`src/rtl/keypad_matrix_scanner_if.sv`:
```
// Keypad scanner bus: groups the matrix side (row sense, column drive) and the
// debounced key outputs handed to the game core.
//   row_in      matrix rows, active-low, asynchronous to the scanner clock
//   col_out     column drive, one-hot active-low
//   key_code    code of last accepted key (4*row + col)
//   key_valid   high while the accepted key is held
//   key_press   one-cycle pulse on an accepted press
//   key_release one-cycle pulse on an accepted release
// master = scanner side, slave = matrix / consumer side.
interface keypad_matrix_scanner_if;
    logic [3:0] row_in;
    logic [3:0] col_out;
    logic [3:0] key_code;
    logic       key_valid;
    logic       key_press;
    logic       key_release;

    modport master (
        input  row_in,
        output col_out, key_code, key_valid, key_press, key_release
    );

    modport slave (
        output row_in,
        input  col_out, key_code, key_valid, key_press, key_release
    );
endinterface

```
`src/rtl/keypad_matrix_scanner.sv`:
```
// keypad_matrix_scanner
// Scans a 4x4 active-low key matrix one column per scan slot, debounces a single
// key at a time and reports it as a 4-bit code with press/hold/release qualifiers.
// Ports:
//   clk    system clock, all state on the rising edge
//   reset  asynchronous, active-high
//   bus    keypad_matrix_scanner_if.master (row_in in; col_out, key_code,
//          key_valid, key_press, key_release out)
// Parameters:
//   SCAN_DIV        clk cycles per column slot (>= 2)
//   DEBOUNCE_SCANS  consecutive stable scan ticks to accept a press/release (>= 1)
module keypad_matrix_scanner #(
    parameter int SCAN_DIV       = 1000,
    parameter int DEBOUNCE_SCANS = 4
) (
    input  logic                    clk,
    input  logic                    reset,
    keypad_matrix_scanner_if.master bus
);

    localparam int DIV_W = $clog2(SCAN_DIV);
    localparam int CNT_W = $clog2(DEBOUNCE_SCANS + 1);

    typedef enum logic [1:0] {
        SCAN     = 2'd0,
        DEBOUNCE = 2'd1,
        HELD     = 2'd2
    } state_t;

    // Registered state
    logic [3:0]       row_meta_reg;
    logic [3:0]       row_sync_reg;
    logic [DIV_W-1:0] div_reg;
    state_t           state_reg;
    logic [1:0]       col_reg;
    logic [1:0]       cand_reg;
    logic [CNT_W-1:0] count_reg;
    logic [3:0]       col_out_reg;
    logic [3:0]       key_code_reg;
    logic             key_valid_reg;
    logic             key_press_reg;
    logic             key_release_reg;

    // Next-state values
    state_t           state_next;
    logic [1:0]       col_next;
    logic [1:0]       cand_next;
    logic [CNT_W-1:0] count_next;
    logic [3:0]       col_out_next;
    logic [3:0]       key_code_next;
    logic             key_valid_next;
    logic             key_press_next;
    logic             key_release_next;

    // Decision strobes from the FSM to the output logic
    logic             do_press;
    logic             do_release;

    logic             tick;
    logic             any_low;
    logic [1:0]       low_idx;
    logic             cand_low;
    logic [CNT_W-1:0] count_inc;
    logic             count_done;

    // Two-flop synchroniser; idles at all-ones like the pulled-up rows.
    always_ff @(posedge clk or posedge reset) begin
        if (reset) begin
            row_meta_reg <= 4'hF;
            row_sync_reg <= 4'hF;
        end else begin
            row_meta_reg <= bus.row_in;
            row_sync_reg <= row_meta_reg;
        end
    end

    // Free-running slot divider; one scan tick per column slot.
    assign tick = (div_reg == DIV_W'(SCAN_DIV - 1));

    always_ff @(posedge clk or posedge reset) begin
        if (reset) begin
            div_reg <= '0;
        end else if (tick) begin
            div_reg <= '0;
        end else begin
            div_reg <= div_reg + DIV_W'(1);
        end
    end

    // Lowest-index low row wins when several rows of one column are pressed.
    always_comb begin
        low_idx = 2'd0;
        for (int r = 3; r >= 0; r--) begin
            if (!row_sync_reg[r]) begin
                low_idx = 2'(r);
            end
        end
    end

    assign any_low    = (row_sync_reg != 4'hF);
    assign cand_low   = ~row_sync_reg[cand_reg];
    assign count_inc  = count_reg + CNT_W'(1);
    assign count_done = (count_inc == CNT_W'(DEBOUNCE_SCANS));

    // State register
    always_ff @(posedge clk or posedge reset) begin
        if (reset) begin
            state_reg       <= SCAN;
            col_reg         <= 2'd0;
            cand_reg        <= 2'd0;
            count_reg       <= '0;
            col_out_reg     <= 4'b1110;
            key_code_reg    <= 4'd0;
            key_valid_reg   <= 1'b0;
            key_press_reg   <= 1'b0;
            key_release_reg <= 1'b0;
        end else begin
            state_reg       <= state_next;
            col_reg         <= col_next;
            cand_reg        <= cand_next;
            count_reg       <= count_next;
            col_out_reg     <= col_out_next;
            key_code_reg    <= key_code_next;
            key_valid_reg   <= key_valid_next;
            key_press_reg   <= key_press_next;
            key_release_reg <= key_release_next;
        end
    end

    // Next-state logic; nothing moves except on a scan tick.
    always_comb begin
        state_next = state_reg;
        col_next   = col_reg;
        cand_next  = cand_reg;
        count_next = count_reg;
        do_press   = 1'b0;
        do_release = 1'b0;

        if (tick) begin
            case (state_reg)
                SCAN: begin
                    if (any_low) begin
                        cand_next = low_idx;
                        if (DEBOUNCE_SCANS == 1) begin
                            do_press   = 1'b1;
                            count_next = '0;
                            state_next = HELD;
                        end else begin
                            count_next = CNT_W'(1);
                            state_next = DEBOUNCE;
                        end
                    end else begin
                        col_next = col_reg + 2'd1;
                    end
                end
                DEBOUNCE: begin
                    if (cand_low) begin
                        if (count_done) begin
                            do_press   = 1'b1;
                            count_next = '0;
                            state_next = HELD;
                        end else begin
                            count_next = count_inc;
                        end
                    end else begin
                        // Bounce: drop the candidate quietly and move on.
                        count_next = '0;
                        col_next   = col_reg + 2'd1;
                        state_next = SCAN;
                    end
                end
                HELD: begin
                    if (!cand_low) begin
                        if (count_done) begin
                            do_release = 1'b1;
                            count_next = '0;
                            col_next   = col_reg + 2'd1;
                            state_next = SCAN;
                        end else begin
                            count_next = count_inc;
                        end
                    end else begin
                        count_next = '0;
                    end
                end
                default: begin
                    count_next = '0;
                    state_next = SCAN;
                end
            endcase
        end
    end

    // Column drive decoded from the next column index so col_out is a clean register.
    genvar gi;
    generate
        for (gi = 0; gi < 4; gi++) begin : g_col
            assign col_out_next[gi] = (col_next != 2'(gi));
        end
    endgenerate

    // Output logic; the column is frozen while a key is accepted, so col_reg is its column.
    always_comb begin
        key_code_next    = key_code_reg;
        key_valid_next   = key_valid_reg;
        key_press_next   = do_press;
        key_release_next = do_release;
        if (do_press) begin
            key_code_next  = {cand_next, col_reg};
            key_valid_next = 1'b1;
        end else if (do_release) begin
            key_valid_next = 1'b0;
        end
    end

    assign bus.col_out     = col_out_reg;
    assign bus.key_code    = key_code_reg;
    assign bus.key_valid   = key_valid_reg;
    assign bus.key_press   = key_press_reg;
    assign bus.key_release = key_release_reg;

endmodule

```
`src/flat_wrapper.sv`:
```
// flat-port wrapper written by rule: the top's interface ports become plain ports
module keypad_matrix_scanner_flat 
#(
    parameter int SCAN_DIV       = 1000,
    parameter int DEBOUNCE_SCANS = 4
)
  (clk, reset, bus_row_in, bus_col_out, bus_key_code, bus_key_valid, bus_key_press, bus_key_release);
  keypad_matrix_scanner_if bus_i ();
  input  logic clk;
  input  logic reset;
  input wire logic [$bits(bus_i.row_in)-1:0] bus_row_in;
  output wire logic [$bits(bus_i.col_out)-1:0] bus_col_out;
  output wire logic [$bits(bus_i.key_code)-1:0] bus_key_code;
  output wire logic [$bits(bus_i.key_valid)-1:0] bus_key_valid;
  output wire logic [$bits(bus_i.key_press)-1:0] bus_key_press;
  output wire logic [$bits(bus_i.key_release)-1:0] bus_key_release;
  assign bus_i.row_in = bus_row_in;
  assign bus_col_out = bus_i.col_out;
  assign bus_key_code = bus_i.key_code;
  assign bus_key_valid = bus_i.key_valid;
  assign bus_key_press = bus_i.key_press;
  assign bus_key_release = bus_i.key_release;
  keypad_matrix_scanner #(.SCAN_DIV(SCAN_DIV), .DEBOUNCE_SCANS(DEBOUNCE_SCANS)) u_core (.clk(clk), .reset(reset), .bus(bus_i));
endmodule
```
`config.mk`:
```
export PLATFORM = sky130hd
export DESIGN_NAME = keypad_matrix_scanner_flat
export DESIGN_NICKNAME = d
export VERILOG_FILES = /design/src/rtl/keypad_matrix_scanner_if.sv /design/src/rtl/keypad_matrix_scanner.sv /design/src/flat_wrapper.sv
export SDC_FILE = /design/constraint.sdc
export NUM_CORES = 1
export LEC_CHECK = 0
export ABC_AREA = 0
export BUFFER_PORTS_ARGS = -buffer_cell sky130_fd_sc_hd__buf_2
export CAP_MARGIN = 20
export CORE_MARGIN = 3
export CORE_UTILIZATION = 48
export DETAILED_ROUTE_END_ITERATION = 10
export HOLD_SLACK_MARGIN = 0.03
export MAX_ROUTING_LAYER = met4
export PLACE_DENSITY = 0.7
export SYNTH_ARGS = -nofsm -noshare
export SYNTH_HDL_FRONTEND = slang
export SYNTH_SLANG_ARGS = --single-unit
```
`constraint.sdc`:
```
create_clock -name clk -period 1.7 [get_ports clk]
set_input_delay 0.085 -clock clk [delete_from_list [all_inputs] [get_ports clk]]
set_output_delay 0.085 -clock clk [all_outputs]
set_load 0.005 [all_outputs]
```
==> results of run 1 <==
[Yosys cell counts (3+ instances only)]
master / instances / share of area (%)
dfrtp_1: 27 / 40
inv_1: 8 / 1.8
nor2_1: 11 / 2.4
nand2b_1: 3 / 1.1
a21oi_1: 10 / 3.0
ha_1: 3 / 2.2
nand4_1: 3 / 1.1
nand2_1: 14 / 3.1
xor2_1: 4 / 2.1
nand3_1: 6 / 1.8
dfstp_2: 11 / 17
mux2_2: 4 / 2.7
o21ai_0: 10 / 3.0
[cell type report]
type,instances,area share [%]
Sequential cell,38,44.80
Multi-Input combinational cell,101,32.89
Timing Repair Buffer,49,15.80
Tap cell,44,2.557
Clock buffer,6,1.917
Inverter,8,1.395
Clock inverter,2,0.6392
[cells in the final DEF (no fill, tap or decap), drive strengths merged, types with 2 or more instances in the layout]
master,netlist,routed
buf,3,44
dfrtp,27,27
nand2,14,14
nor2,11,11
dfstp,11,11
a21oi,11,11
o21ai,10,10
inv,8,8
nand3,7,7
clkbuf,1,6
dlygate4sd3,0,5
mux2,4,4
nand4,4,4
xor2,4,4
nand2b,3,3
ha,3,3
nor3,2,2
a2bb2oi,2,2
o21a,2,2
or3,2,2
xnor2,2,2
and2,2,2
clkinv,0,2
[through the flow]
stage               utilization [%]  hold slack, ps
finish                        67.23           362.4
global route                  67.23           362.5
CTS                           66.80           362.7
detailed placement            62.81           192.0
global placement              62.81           191.4
floorplan                         -           89.48
[repair_timing]
item                       in CTS  in global routing
gates resized for setup         2                  3
buffers inserted                2                  0
hold endpoints to repair       31                  0
setup endpoints to repair      11                 17
hold buffers                    5                  0
pin swaps                       4                  1
[metal layers]
layer | vias to the layer above | global-route usage, % | share of wire [%]
li1 | 637 | - | -
met2 | 21 | 26.55 | 47
met5 | - | - | 0
met1 | 598 | 22.97 | 47
met4 | 0 | 9.067 | 2.7
met3 | 11 | 5.128 | 3.8
[cells by family after synthesis]
| family | synth area share, % |
|---|---|
| xor gates and xnor gates | 3.111 |
| AOI/OAI and AO/OA | 12.67 |
| adders and majority gates | 2.222 |
| DFF | 57.11 |
| muxes | 4.592 |
| buffers and inverters | 2.814 |
| and+or+nand+nor | 17.48 |
[worst min-delay path by stage]
| stage | end | cells after the start | slack (ps) |
|---|---|---|---|
| floorplan | u_core.row_meta_reg[0] | 0 | 90 |
| global placement | u_core.row_meta_reg[0] | 1 | 190 |
| detailed placement | u_core.row_meta_reg[1] | 1 | 190 |
| CTS | u_core.row_meta_reg[1] | 2 | 360 |
| global route | u_core.row_meta_reg[2] | 2 | 360 |
| finish | u_core.row_sync_reg[0] | 0 | 360 |
[power groups by stage]
stage / Combinational, W / Sequential, W / Clock, W
finish: 0.0000528 / 0.000927 / 0.000458
detailed placement: 0.0000454 / 0.000943 / 0
CTS: 0.0000539 / 0.000927 / 0.000472
global placement: 0.0000433 / 0.000943 / 0
floorplan: 0.0000221 / 0.000942 / 0
global route: 0.0000599 / 0.000929 / 0.000538
==> flow_summary_export.csv, run 1 <==
group,metric,value,unit
clocking,numCtsBuffers,5,
placed_design,pre_cts_ws,-141.0,ps
layout,antenna_cells,0,
critical_path,cp-startpoint,"u_core.div_reg[4]",
die,dieArea,4267,µm²
layout,fin_area,2153,µm²
placed_design,place_inst,233,
routing,drt_iter0_drc,45,
pwr,seq_power_share,64.5,%
grt,grt_use_total,18.08,%
timing,fin_setup_tns,-1059,ps
yosys,synth_seq_cells,38,
routing,via_count,1267,
clocking,root_buffer,"clkbuf_4",
grt,grt_pass1_wl,5.637,mm
layout,syn_to_final_growth,27.48,%
critical_path,critPathMaxStageDelay,610,ps
critical_path,rr_endpoint,"u_core.bus.col_out[2]",
timing,slew_violations,0,
die,die_x,65.32,µm
placed_design,placement.io_buffers,16,
pwr,combinationalPowerShare,3.7,%
pwr,switching_share,22.97,%
routing,viasPerCell,5.109,
layout,seqCellArea,964.7,µm²
placed_design,gp_congestion,0.8513,
timing,rsz0062_at_grt,"yes",
yosys,synthFlopType,"dfrtp_1",
critical_path,critical_path_required,1970,ps
job,maxCapViolCount,0,
die,die_y,65.32,µm
yosys,syn_nets,160,
critical_path,crit_chain,"and4bb_2, nand4_4, or4b_4, nor3b_2, a21oi_1",
critical_path,worst_setup_path_end_kind,"flip-flop",
pwr,p_per_area,667.8,nW/µm²
placed_design,hpwlAfterDp,2.321,mm
critical_path,slowest_stage,"or4b_4",
critical_path,cp-endpoint,"u_core.bus.col_out[2]",
critical_path,worstSetupPathType,"flip-flop to flip-flop",
min_path,hp-class,"flip-flop to flip-flop",
clocking,htree_levels,2,
pwr,total_power,0.001438,W
critical_path,critPathArrivalTime,2130,ps
yosys,async_flop_share,100.0,%
grt,grt_overflow,0,
yosys,synth_edf_count,0,
critical_path,worst-path-stages,5,
grt,antenna_found_initial,0,
clocking,clk_pin_slew,110,ps
timing,hold_violations,0,
layout,fillers,265,
clocking,clockBufferDepth,2,
timing,tightestPinTransition,467.2,ps
die,initial_core_util,52.73,%
yosys,ys_seq_area_share,57.11,%
die,coreArea,3203,µm²
timing,setup_slack,-156.4,ps
timing,period_needed,1856,ps
layout,largest_reg_flops,10,
pwr,clkPwrFrac,31.8,%
die,std_cell_rows,20,
yosys,synthDistinctLibCells,43,
min_path,hp-start,"u_core.row_meta_reg[0]",
critical_path,path_max_fanout,8,
outcome,violations,"setup timing",
timing,fin_skew,9.100,ps
yosys,ys_warn_count,0,
routing,wl_per_cell,12.92,µm
yosys,postSynthCellCount,151,
layout,fin_cells,248,
placed_design,placed_area,2012,µm²
routing,drt_pass1_iterations,4,
clocking,cts_tree,"done",
grt,grt_max_degree,39,
timing,post-route-period-util,109.2,%
timing,relSlewSlack,68.85,%
outcome,status,"finished with violations",
critical_path,r2r_slack,-160,ps
pwr,max-vdd-ir-drop,0.5369,mV
critical_path,cp_top_family,"simple AND/OR/NAND/NOR gates",
critical_path,timing.rr.start,"u_core.div_reg[4]",
critical_path,cp_num_buf_inv,0,
clocking,cts_sinks,38,
timing,setup_viol,11,
layout,multi_input_area,708.2,µm²
grt,grt_pass1_vias,1276,
yosys,synth_area,1689,µm²
critical_path,cp-start-kind,"flip-flop",
critical_path,rr_worst_depth,5,
clocking,insertion_delay,350,ps
pwr,leakage,0.9828,nW
timing,max_freq,538.7,MHz
die,io_pins,17,
pwr,p_int,0.001108,W
routing,drc,0,
layout,layout-drive-gt1-share,37.75,%
routing,ant_nets,0,
layout,final_net_count,212,
yosys,syn_area_per_cell,11.19,µm²
routing,routed_wl,3.203,mm
pwr,p_sw,0.0003303,W
No activity file was read; power rests on OpenSTA's default activity.
==> run 2, diff against run 1 <==
--- a/config.mk
+++ b/config.mk
@@ -9,11 +9,11 @@
 export BUFFER_PORTS_ARGS = -buffer_cell sky130_fd_sc_hd__buf_2
 export CAP_MARGIN = 20
 export CORE_MARGIN = 3
-export CORE_UTILIZATION = 48
+export CORE_UTILIZATION = 35
 export DETAILED_ROUTE_END_ITERATION = 10
 export HOLD_SLACK_MARGIN = 0.03
 export MAX_ROUTING_LAYER = met4
-export PLACE_DENSITY = 0.7
+export SKIP_LAST_GASP = 1
 export SYNTH_ARGS = -nofsm -noshare
 export SYNTH_HDL_FRONTEND = slang
 export SYNTH_SLANG_ARGS = --single-unit
==> constraint.sdc (replaced) <==
create_clock -name clk -period 2 [get_ports clk]
set_input_delay 0.1 -clock clk [delete_from_list [all_inputs] [get_ports clk]]
set_output_delay 0.1 -clock clk [all_outputs]
set_load 0.005 [all_outputs]
==> run 2 against run 1 <==
Critical path depth is the same; register-to-register slack gained 270 ps; clock skew shrank 1.5 ps; global-route usage shrank 4.8 points; largest cell class unchanged; utilization shrank 23 points; final cell count shrank 6.9%; clock power grew 7.2%; critical endpoint unchanged; the flow now finishes without violations; hold slack lost 9.0 ps; design area shrank 7.7%; maximum frequency shrank 1.7%.
==> flow_summary_export.csv, run 2 (synthesis results as in run 1) <==
group,metric,value,unit
critical_path,timing.rr.start,"u_core.div_reg[3]",
pwr,leakage,0.8650,nW
routing,drc,0,
placed_design,placement.io_buffers,16,
timing,setup_viol,0,
critical_path,cp-startpoint,"u_core.div_reg[3]",
layout,fin_util,44.14,%
outcome,status,"finished, final reports clean",
timing,whs,353.4,ps
die,dieArea,5696,µm²
grt,grt_pass1_wl,5.506,mm
placed_design,hpwlAfterDp,2.097,mm
clocking,clk_pin_slew,70,ps
timing,post-route-period-util,94.46,%
timing,max_freq,529.3,MHz
pwr,p_per_area,663.1,nW/µm²
timing,setup_slack,110.8,ps
timing,hold_violations,0,
layout,largest_reg_flops,10,
die,coreArea,4504,µm²
clocking,post_cts.repair.setup_buffers,0,
timing,period_needed,1889,ps
timing,fin_skew,7.625,ps
layout,fillers,437,
job,maxCapViolCount,0,
placed_design,pre_cts_ws,57.85,ps
timing,slew_violations,0,
clocking,clockBufferDepth,2,
grt,grt_max_degree,39,
clocking,insertion_delay,280,ps
critical_path,cp-start-kind,"flip-flop",
clocking,cts_sinks,38,
layout,layout-drive-gt1-share,27.93,%
clocking,root_buffer,"clkbuf_8",
routing,drt_iter0_drc,52,
pwr,max-vdd-ir-drop,0.4352,mV
timing,rsz0062_at_grt,"yes",
clocking,numCtsBuffers,5,
placed_design,gp_congestion,0.8106,
layout,syn_to_final_growth,17.70,%
min_path,hp-start,"u_core.row_meta_reg[1]",
critical_path,critPathArrivalTime,2090,ps
min_path,hp-class,"flip-flop to flip-flop",
grt,grt_overflow,0,
critical_path,worstSetupPathType,"flip-flop to flip-flop",
die,io_pins,17,
routing,wl_per_cell,13.27,µm
layout,final_net_count,187,
critical_path,r2r_slack,110,ps
critical_path,critical_path_required,2200,ps
layout,antenna_cells,0,
clocking,htree_levels,2,
die,die_y,75.47,µm
layout,final_common_cell,"dfrtp_1",
timing,tightestPinTransition,607.0,ps
clocking,cts_tree,"done",
routing,via_count,1216,
grt,grt_use_total,13.32,%
routing,drt_pass1_iterations,4,
grt,grt_pass1_vias,1290,
critical_path,path_max_fanout,8,
timing,fin_setup_tns,0,ps
routing,ant_nets,0,
die,std_cell_rows,24,
timing,relSlewSlack,59.19,%
grt,antenna_found_initial,0,
routing,routed_wl,3.066,mm
layout,layout_common_cells,"27 x dfrtp_1, 16 x buf_2, 14 x nand2_1",
critical_path,worst_setup_path_end_kind,"flip-flop",
die,initial_core_util,37.50,%
routing,viasPerCell,5.264,
die,die_x,75.47,µm
## run 2: worst paths after layout
path,endpoint,cells after the start
max,u_core.bus.col_out[2],5
min,u_core.row_sync_reg[1],0
max reg2reg,u_core.bus.col_out[2],5
min reg2reg,u_core.row_sync_reg[1],0
max in group asynchronous,u_core.row_sync_reg[2],4
min in group asynchronous,u_core.bus.col_out[0],4
## run 2: where the power goes
part,internal (W),switching (W)
combinational,0.0000158,0.0000229
clock,0.000247,0.000243
sequential,0.000784,0.00000548
total,0.00105,0.000271
## run 2: timing repair
action	CTS	global route
endpoints found under the hold margin	31	0
gates resized for setup	0	5
hold buffers	5	0
setup endpoints to repair	0	11
## run 2: layout make-up
class | instances | area [µm²] | share of cell area, %
clock buffer | 8 | 80.08 | 4.028
multi-input combinational | 101 | 695.7 | 34.99
inverter | 8 | 30.03 | 1.510
sequential | 38 | 964.7 | 48.52
timing repair buffer | 24 | 152.6 | 7.678
tap | 52 | 65.06 | 3.272
## run 2: stage by stage
step	power [W]	area, µm²	instances
finish	0.001318	1988	231
global route	0.001379	1988	231
CTS	0.001345	1969	231
detailed placement	0.0008352	1839	218
global placement	0.0008336	1839	218
floorplan	0.0008195	1689	151
## run 2: worst max-delay path: stages, from the launching register on
cell,delay [ps]
dfrtp_1,420
and4bb_2,370
nand4_4,170
or4b_4,600
nor3b_2,190
a21oi_1,60
## run 2: metal layers
metal  wire length, µm  GRT usage [%]  vias up  share of wire [%]
met5                 0              -        -                  0
met4                74          6.796        0                2.4
met3               136          3.562        9                4.4
met2              1471          21.67       32                 48
met1              1383          15.03      593                 45
li1                  -              -      582                  -
